[config.mk]
export PLATFORM = sky130hd
export DESIGN_NAME = ex_div
export DESIGN_NICKNAME = d
export VERILOG_FILES = /design/src/rtl/ex_div.sv
export SDC_FILE = /design/constraint.sdc
export NUM_CORES = 1
export LEC_CHECK = 0
export CAP_MARGIN = 20
export CORE_ASPECT_RATIO = 1.75
export CORE_MARGIN = 8
export CORE_UTILIZATION = 53
export CTS_BUF_LIST = sky130_fd_sc_hd__clkbuf_8
export DETAILED_ROUTE_END_ITERATION = 7
export PLACE_DENSITY = 0.76
export SLEW_MARGIN = 20
export SYNTH_ARGS = -nofsm -noshare
export SYNTH_HDL_FRONTEND = slang
export SYNTH_SLANG_ARGS = --single-unit
[constraint.sdc]
create_clock -name clk -period 2.75 [get_ports clk]
set_input_delay 0.55 -clock clk [delete_from_list [all_inputs] [get_ports clk]]
set_output_delay 0.55 -clock clk [all_outputs]
set_load 0.1 [all_outputs]
[src/rtl/ex_div.sv]
// ============================================================================
// Module      : ex_div
// Description : Multi-cycle restoring divider for the EX stage (DIV/DIVU),
//               producing {remainder, quotient} one quotient bit per edge.
// Revision    : 1.0 - initial release
// ============================================================================
`default_nettype none

module ex_div #(
    parameter int DATA_W = 32
) (
    input  logic                  clk,
    input  logic                  rst,
    input  logic                  signed_div_i,
    input  logic [DATA_W-1:0]     opdata1_i,
    input  logic [DATA_W-1:0]     opdata2_i,
    input  logic                  start_i,
    input  logic                  annul_i,
    output logic [2*DATA_W-1:0]   result_o,
    output logic                  ready_o
);

    localparam int                CNT_W  = $clog2(DATA_W + 1);
    localparam logic [CNT_W-1:0]  C_ITER = CNT_W'(DATA_W);

    typedef enum logic [1:0] {
        DIV_FREE   = 2'd0,
        DIV_BYZERO = 2'd1,
        DIV_ON     = 2'd2,
        DIV_END    = 2'd3
    } state_t;

    state_t                state_q,    state_d;
    logic [CNT_W-1:0]      cnt_q,      cnt_d;
    logic [DATA_W-1:0]     rem_q,      rem_d;
    logic [DATA_W-1:0]     quo_q,      quo_d;
    logic [DATA_W-1:0]     divisor_q,  divisor_d;
    logic                  sign_quo_q, sign_quo_d;
    logic                  sign_rem_q, sign_rem_d;
    logic [2*DATA_W-1:0]   result_q,   result_d;
    logic                  ready_q,    ready_d;

    logic [DATA_W-1:0]     abs_op1;
    logic [DATA_W-1:0]     abs_op2;
    logic [DATA_W:0]       shift_rem;
    logic [DATA_W:0]       trial;
    logic [DATA_W-1:0]     quo_fix;
    logic [DATA_W-1:0]     rem_fix;

    // Magnitudes for signed ops; the most negative value maps onto itself,
    // which is already its correct unsigned magnitude.
    assign abs_op1 = (signed_div_i && opdata1_i[DATA_W-1]) ? (DATA_W'(0) - opdata1_i) : opdata1_i;
    assign abs_op2 = (signed_div_i && opdata2_i[DATA_W-1]) ? (DATA_W'(0) - opdata2_i) : opdata2_i;

    // Remainder stays below the divisor, so the shifted partial remainder
    // needs only one extra bit for the trial subtraction.
    assign shift_rem = {rem_q, quo_q[DATA_W-1]};
    assign trial     = shift_rem - {1'b0, divisor_q};

    assign quo_fix = sign_quo_q ? (DATA_W'(0) - quo_q) : quo_q;
    assign rem_fix = sign_rem_q ? (DATA_W'(0) - rem_q) : rem_q;

    always_ff @(posedge clk or negedge rst) begin
        if (!rst) begin
            state_q    <= DIV_FREE;
            cnt_q      <= '0;
            rem_q      <= '0;
            quo_q      <= '0;
            divisor_q  <= '0;
            sign_quo_q <= 1'b0;
            sign_rem_q <= 1'b0;
            result_q   <= '0;
            ready_q    <= 1'b0;
        end else begin
            state_q    <= state_d;
            cnt_q      <= cnt_d;
            rem_q      <= rem_d;
            quo_q      <= quo_d;
            divisor_q  <= divisor_d;
            sign_quo_q <= sign_quo_d;
            sign_rem_q <= sign_rem_d;
            result_q   <= result_d;
            ready_q    <= ready_d;
        end
    end

    always_comb begin
        state_d    = state_q;
        cnt_d      = cnt_q;
        rem_d      = rem_q;
        quo_d      = quo_q;
        divisor_d  = divisor_q;
        sign_quo_d = sign_quo_q;
        sign_rem_d = sign_rem_q;
        result_d   = result_q;
        ready_d    = ready_q;

        case (state_q)
            DIV_FREE: begin
                result_d = '0;
                ready_d  = 1'b0;
                if (start_i && !annul_i) begin
                    divisor_d  = abs_op2;
                    quo_d      = abs_op1;
                    rem_d      = '0;
                    cnt_d      = '0;
                    sign_quo_d = signed_div_i & (opdata1_i[DATA_W-1] ^ opdata2_i[DATA_W-1]);
                    sign_rem_d = signed_div_i & opdata1_i[DATA_W-1];
                    state_d    = (opdata2_i == '0) ? DIV_BYZERO : DIV_ON;
                end
            end

            DIV_BYZERO: begin
                state_d  = DIV_END;
                result_d = '0;
                ready_d  = 1'b1;
            end

            DIV_ON: begin
                if (annul_i) begin
                    state_d  = DIV_FREE;
                    result_d = '0;
                    ready_d  = 1'b0;
                end else if (cnt_q != C_ITER) begin
                    if (!trial[DATA_W]) begin
                        rem_d = trial[DATA_W-1:0];
                        quo_d = {quo_q[DATA_W-2:0], 1'b1};
                    end else begin
                        rem_d = shift_rem[DATA_W-1:0];
                        quo_d = {quo_q[DATA_W-2:0], 1'b0};
                    end
                    cnt_d = cnt_q + CNT_W'(1);
                end else begin
                    state_d  = DIV_END;
                    result_d = {rem_fix, quo_fix};
                    ready_d  = 1'b1;
                end
            end

            DIV_END: begin
                if (!start_i || annul_i) begin
                    state_d  = DIV_FREE;
                    result_d = '0;
                    ready_d  = 1'b0;
                end
            end

            default: begin
                state_d  = DIV_FREE;
                result_d = '0;
                ready_d  = 1'b0;
            end
        endcase
    end

    assign result_o = result_q;
    assign ready_o  = ready_q;

endmodule

`default_nettype wire

==> results_dict.tcl <==
set metrics [dict create \
    top_layer_used "met4" \
    rr_startpoint "divisor_q[0]" \
    drc 0 \
    io-pin-count 134 \
    dr_wl_met3_um 1290 \
    grt-ovfl-total 0 \
    cts_max_level 4 \
    path_class "register to register" \
    syn_area_um2 11600 \
    cp-end-kind "register" \
    netlist_top_cells_area "dfrtp_1, o21ai_0, nand2_1, xor2_1, xnor2_1" \
    yosys_warnings 0 \
    async_reset_ff_share_pct 100 \
    antenna_found_initial 2 \
    max_slew_margin_pct 48.2 \
    die_width_um 128 \
    synth.top_cell.area_share_pct 37.0 \
    dieArea_um2 27000 \
    status "complete, but fails checks" \
    yosysMostFrequentCell "nand2_1" \
    fin_worst_skew_ns 0.0138 \
    fill_cells 1729 \
    critPathLaunchType "register" \
    finalCriticalPeriod_ns 2.96 \
    die_height_um 211 \
    vias_per_cell 5.59 \
    syn_inst 1389 \
    ctsLongestPathBuffers 2 \
    ys_seq_elements 171 \
    wl_per_cell_um 16.3 \
    r2r_cells 11 \
    drt_iter0_drc 543 \
    num_vias 11100 \
    place_congestion 0.922 \
    tightest_slew_ns 0.777 \
    preCtsSetupSlack_ns -0.492 \
    rsz0062_at_grt "yes" \
    finalNonFillerCells 1986 \
    final_nets 1792 \
    dpl.cell_count 1949 \
    first_pass_iters 4 \
    drv_cap 0 \
    grt_pass1_vias 11200 \
    hold_viol 0 \
    yosys.area.top_type "dfrtp_1" \
    clkTransAtPathRegs_ns 0.09 \
    setup_viol 34 \
    syn2layout_area_growth_pct 30.4 \
    powerDensity_nw_per_um2 1240 \
    initial_utilization_pct 54.0 \
    regToRegEndpoint "rem_q[17]" \
    required_ns 3.10 \
    period_share_pct 108 \
    wl_met2_um 18400 \
    clkLatencyLatePin_ns 0.47 \
    leakagePower_nw 6.94 \
    setup_ws_ns -0.215 \
    syn_nets 1501 \
    cts_buffers 17 \
    dp.final_hpwl_um 25400 \
    fmax_mhz 337 \
    ys_seq_area_share_pct 37.0 \
    synth.avg_cell_area_um2 8.32 \
    grt_pass1_wl_um 52000 \
    power.total_mw 18.7 \
    drtAntennaViolNets 0 \
    critPathMaxFanout 40 \
    reg2reg_slack_ns -0.21 \
    synth-main-ff-cell "dfrtp_1" \
    cts_sinks 171 \
    yosys-top-cells-count "nand2_1, o21ai_0, dfrtp_1, a21oi_1, xor2_1" \
    ys_types 73 \
    fp-row-count 71 \
    cts_tree "built" \
    totalWireLength_um 32400 \
    hold_class "input port to asynchronous set/reset pin" \
    portBuffers 133 \
    core_um2 21400 \
    met1_length_um 11700 \
    violations "negative setup slack" \
    synth-edff-count 0 \
    slew_violations 0 \
    root_buffer "clkbuf_8" \
    grt_max_degree 68 \
    vdd_drop_max_mv 1.08 \
    crit_arrival_ns 3.32 \
    gr-usage-all-layers_pct 23.9 \
    layout-drive-gt1-share_pct 21.8 \
]
==> how the worst max path moves through the flow <==
stage / startpoint / end / slack [ns] / cells past startpoint
2_1_floorplan: quo_q[31] / rem_q[17] / 0.04 / 12
3_3_place_gp: opdata2_i[8] / divisor_q[27] / -0.42 / 9
3_5_place_dp: opdata2_i[8] / divisor_q[29] / -0.49 / 9
4_1_cts: divisor_q[0] / rem_q[17] / -0.20 / 11
5_1_grt: divisor_q[0] / rem_q[17] / -0.30 / 11
6_report: divisor_q[0] / rem_q[17] / -0.21 / 11
==> per-stage QoR <==
step	util [%]	setup TNS (ns)	hold slack [ns]	cell area, µm²
after floorplan	-	0	0.254	11600
after global placement	67.6	-6.13	0.462	14500
after detailed placement	67.6	-9.83	0.470	14500
after CTS	69.8	-3.52	0.0812	14900
after global routing	70.3	-7.72	0.112	15100
final	70.3	-4.26	0.0717	15100
==> layout make-up <==
| type | instances | area, µm² | share of cell area, % |
|---|---|---|---|
| Multi-Input combinational cell | 1092 | 6990 | 46.4 |
| Timing Repair Buffer | 344 | 2830 | 18.8 |
| Antenna cell | 2 | 5.00 | 0.0332 |
| Inverter | 54 | 203 | 1.35 |
| Clock inverter | 13 | 143 | 0.947 |
| Sequential cell | 171 | 4280 | 28.4 |
| Clock buffer | 18 | 248 | 1.64 |
| Tap cell | 292 | 365 | 2.43 |
==> per-layer routing <==
metal	track usage, %	vias to the layer above
li1	-	5480
met1	23.0	5304
met2	47.9	252
met3	3.60	64
met4	11.2	0
met5	0	-
==> critical path, stage by stage (launching register included) <==
cell	delay (ns)
dfrtp_1	0.42
ha_4	0.18
fa_2	0.35
nand2b_4	0.15
a21o_1	0.20
a31oi_4	0.22
o211ai_1	0.11
buf_4	0.17
and2_4	0.16
a311o_2	0.34
buf_12	0.19
a221o_1	0.34
==> cells by family after synthesis <==
kind of cell	synth area share, %
adder cells (fa/ha/maj)	4.72
buffers and inverters	4.24
XOR/XNOR	11.1
flip-flops	37.0
multiplexers	2.34
AND/OR/NAND/NOR	18.6
AO/OA/AOI/OAI	22.0
==> flip-flops by register name, summed over array words and instances (netlist names) <==
register and cells:
rem_q 32, sign_rem_q 1, ready_o 1, quo_q 32, sign_quo_q 1, result_o 64
cnt_q 6, state_q 2, divisor_q 32
==> placed cells by master, fill, tap and decap left out, types with 14 or more instances in the layout <==
| cell | n |
|---|---|
| nor2_1 | 78 |
| nor3_1 | 21 |
| a21o_1 | 20 |
| or3_1 | 15 |
| ha_1 | 39 |
| o31ai_1 | 25 |
| o21ai_1 | 43 |
| clkdlybuf4s50_1 | 67 |
| clkbuf_8 | 18 |
| nand2_1 | 232 |
| xnor2_1 | 62 |
| dfrtp_1 | 171 |
| inv_1 | 53 |
| o41ai_1 | 14 |
| mux2i_1 | 27 |
| xor2_1 | 84 |
| buf_4 | 268 |
| a21oi_1 | 90 |
| or4_1 | 15 |
| o21ai_0 | 162 |
==> power breakdown <==
part | internal, mW | switching (mW) | total [mW]
Combinational | 5.42 | 7.27 | 12.7
Clock | 0.832 | 0.985 | 1.82
Sequential | 3.33 | 0.845 | 4.17
==> repair_timing <==
item | in CTS | in global routing
buffers inserted | 3 | 1
hold buffers | 0 | 0
gates cloned | 0 | 0
pin swaps | 3 | 6
endpoints found under the setup margin | 36 | 46
resized for setup | 33 | 20
Note: power is estimated with default switching activity, not from simulation.
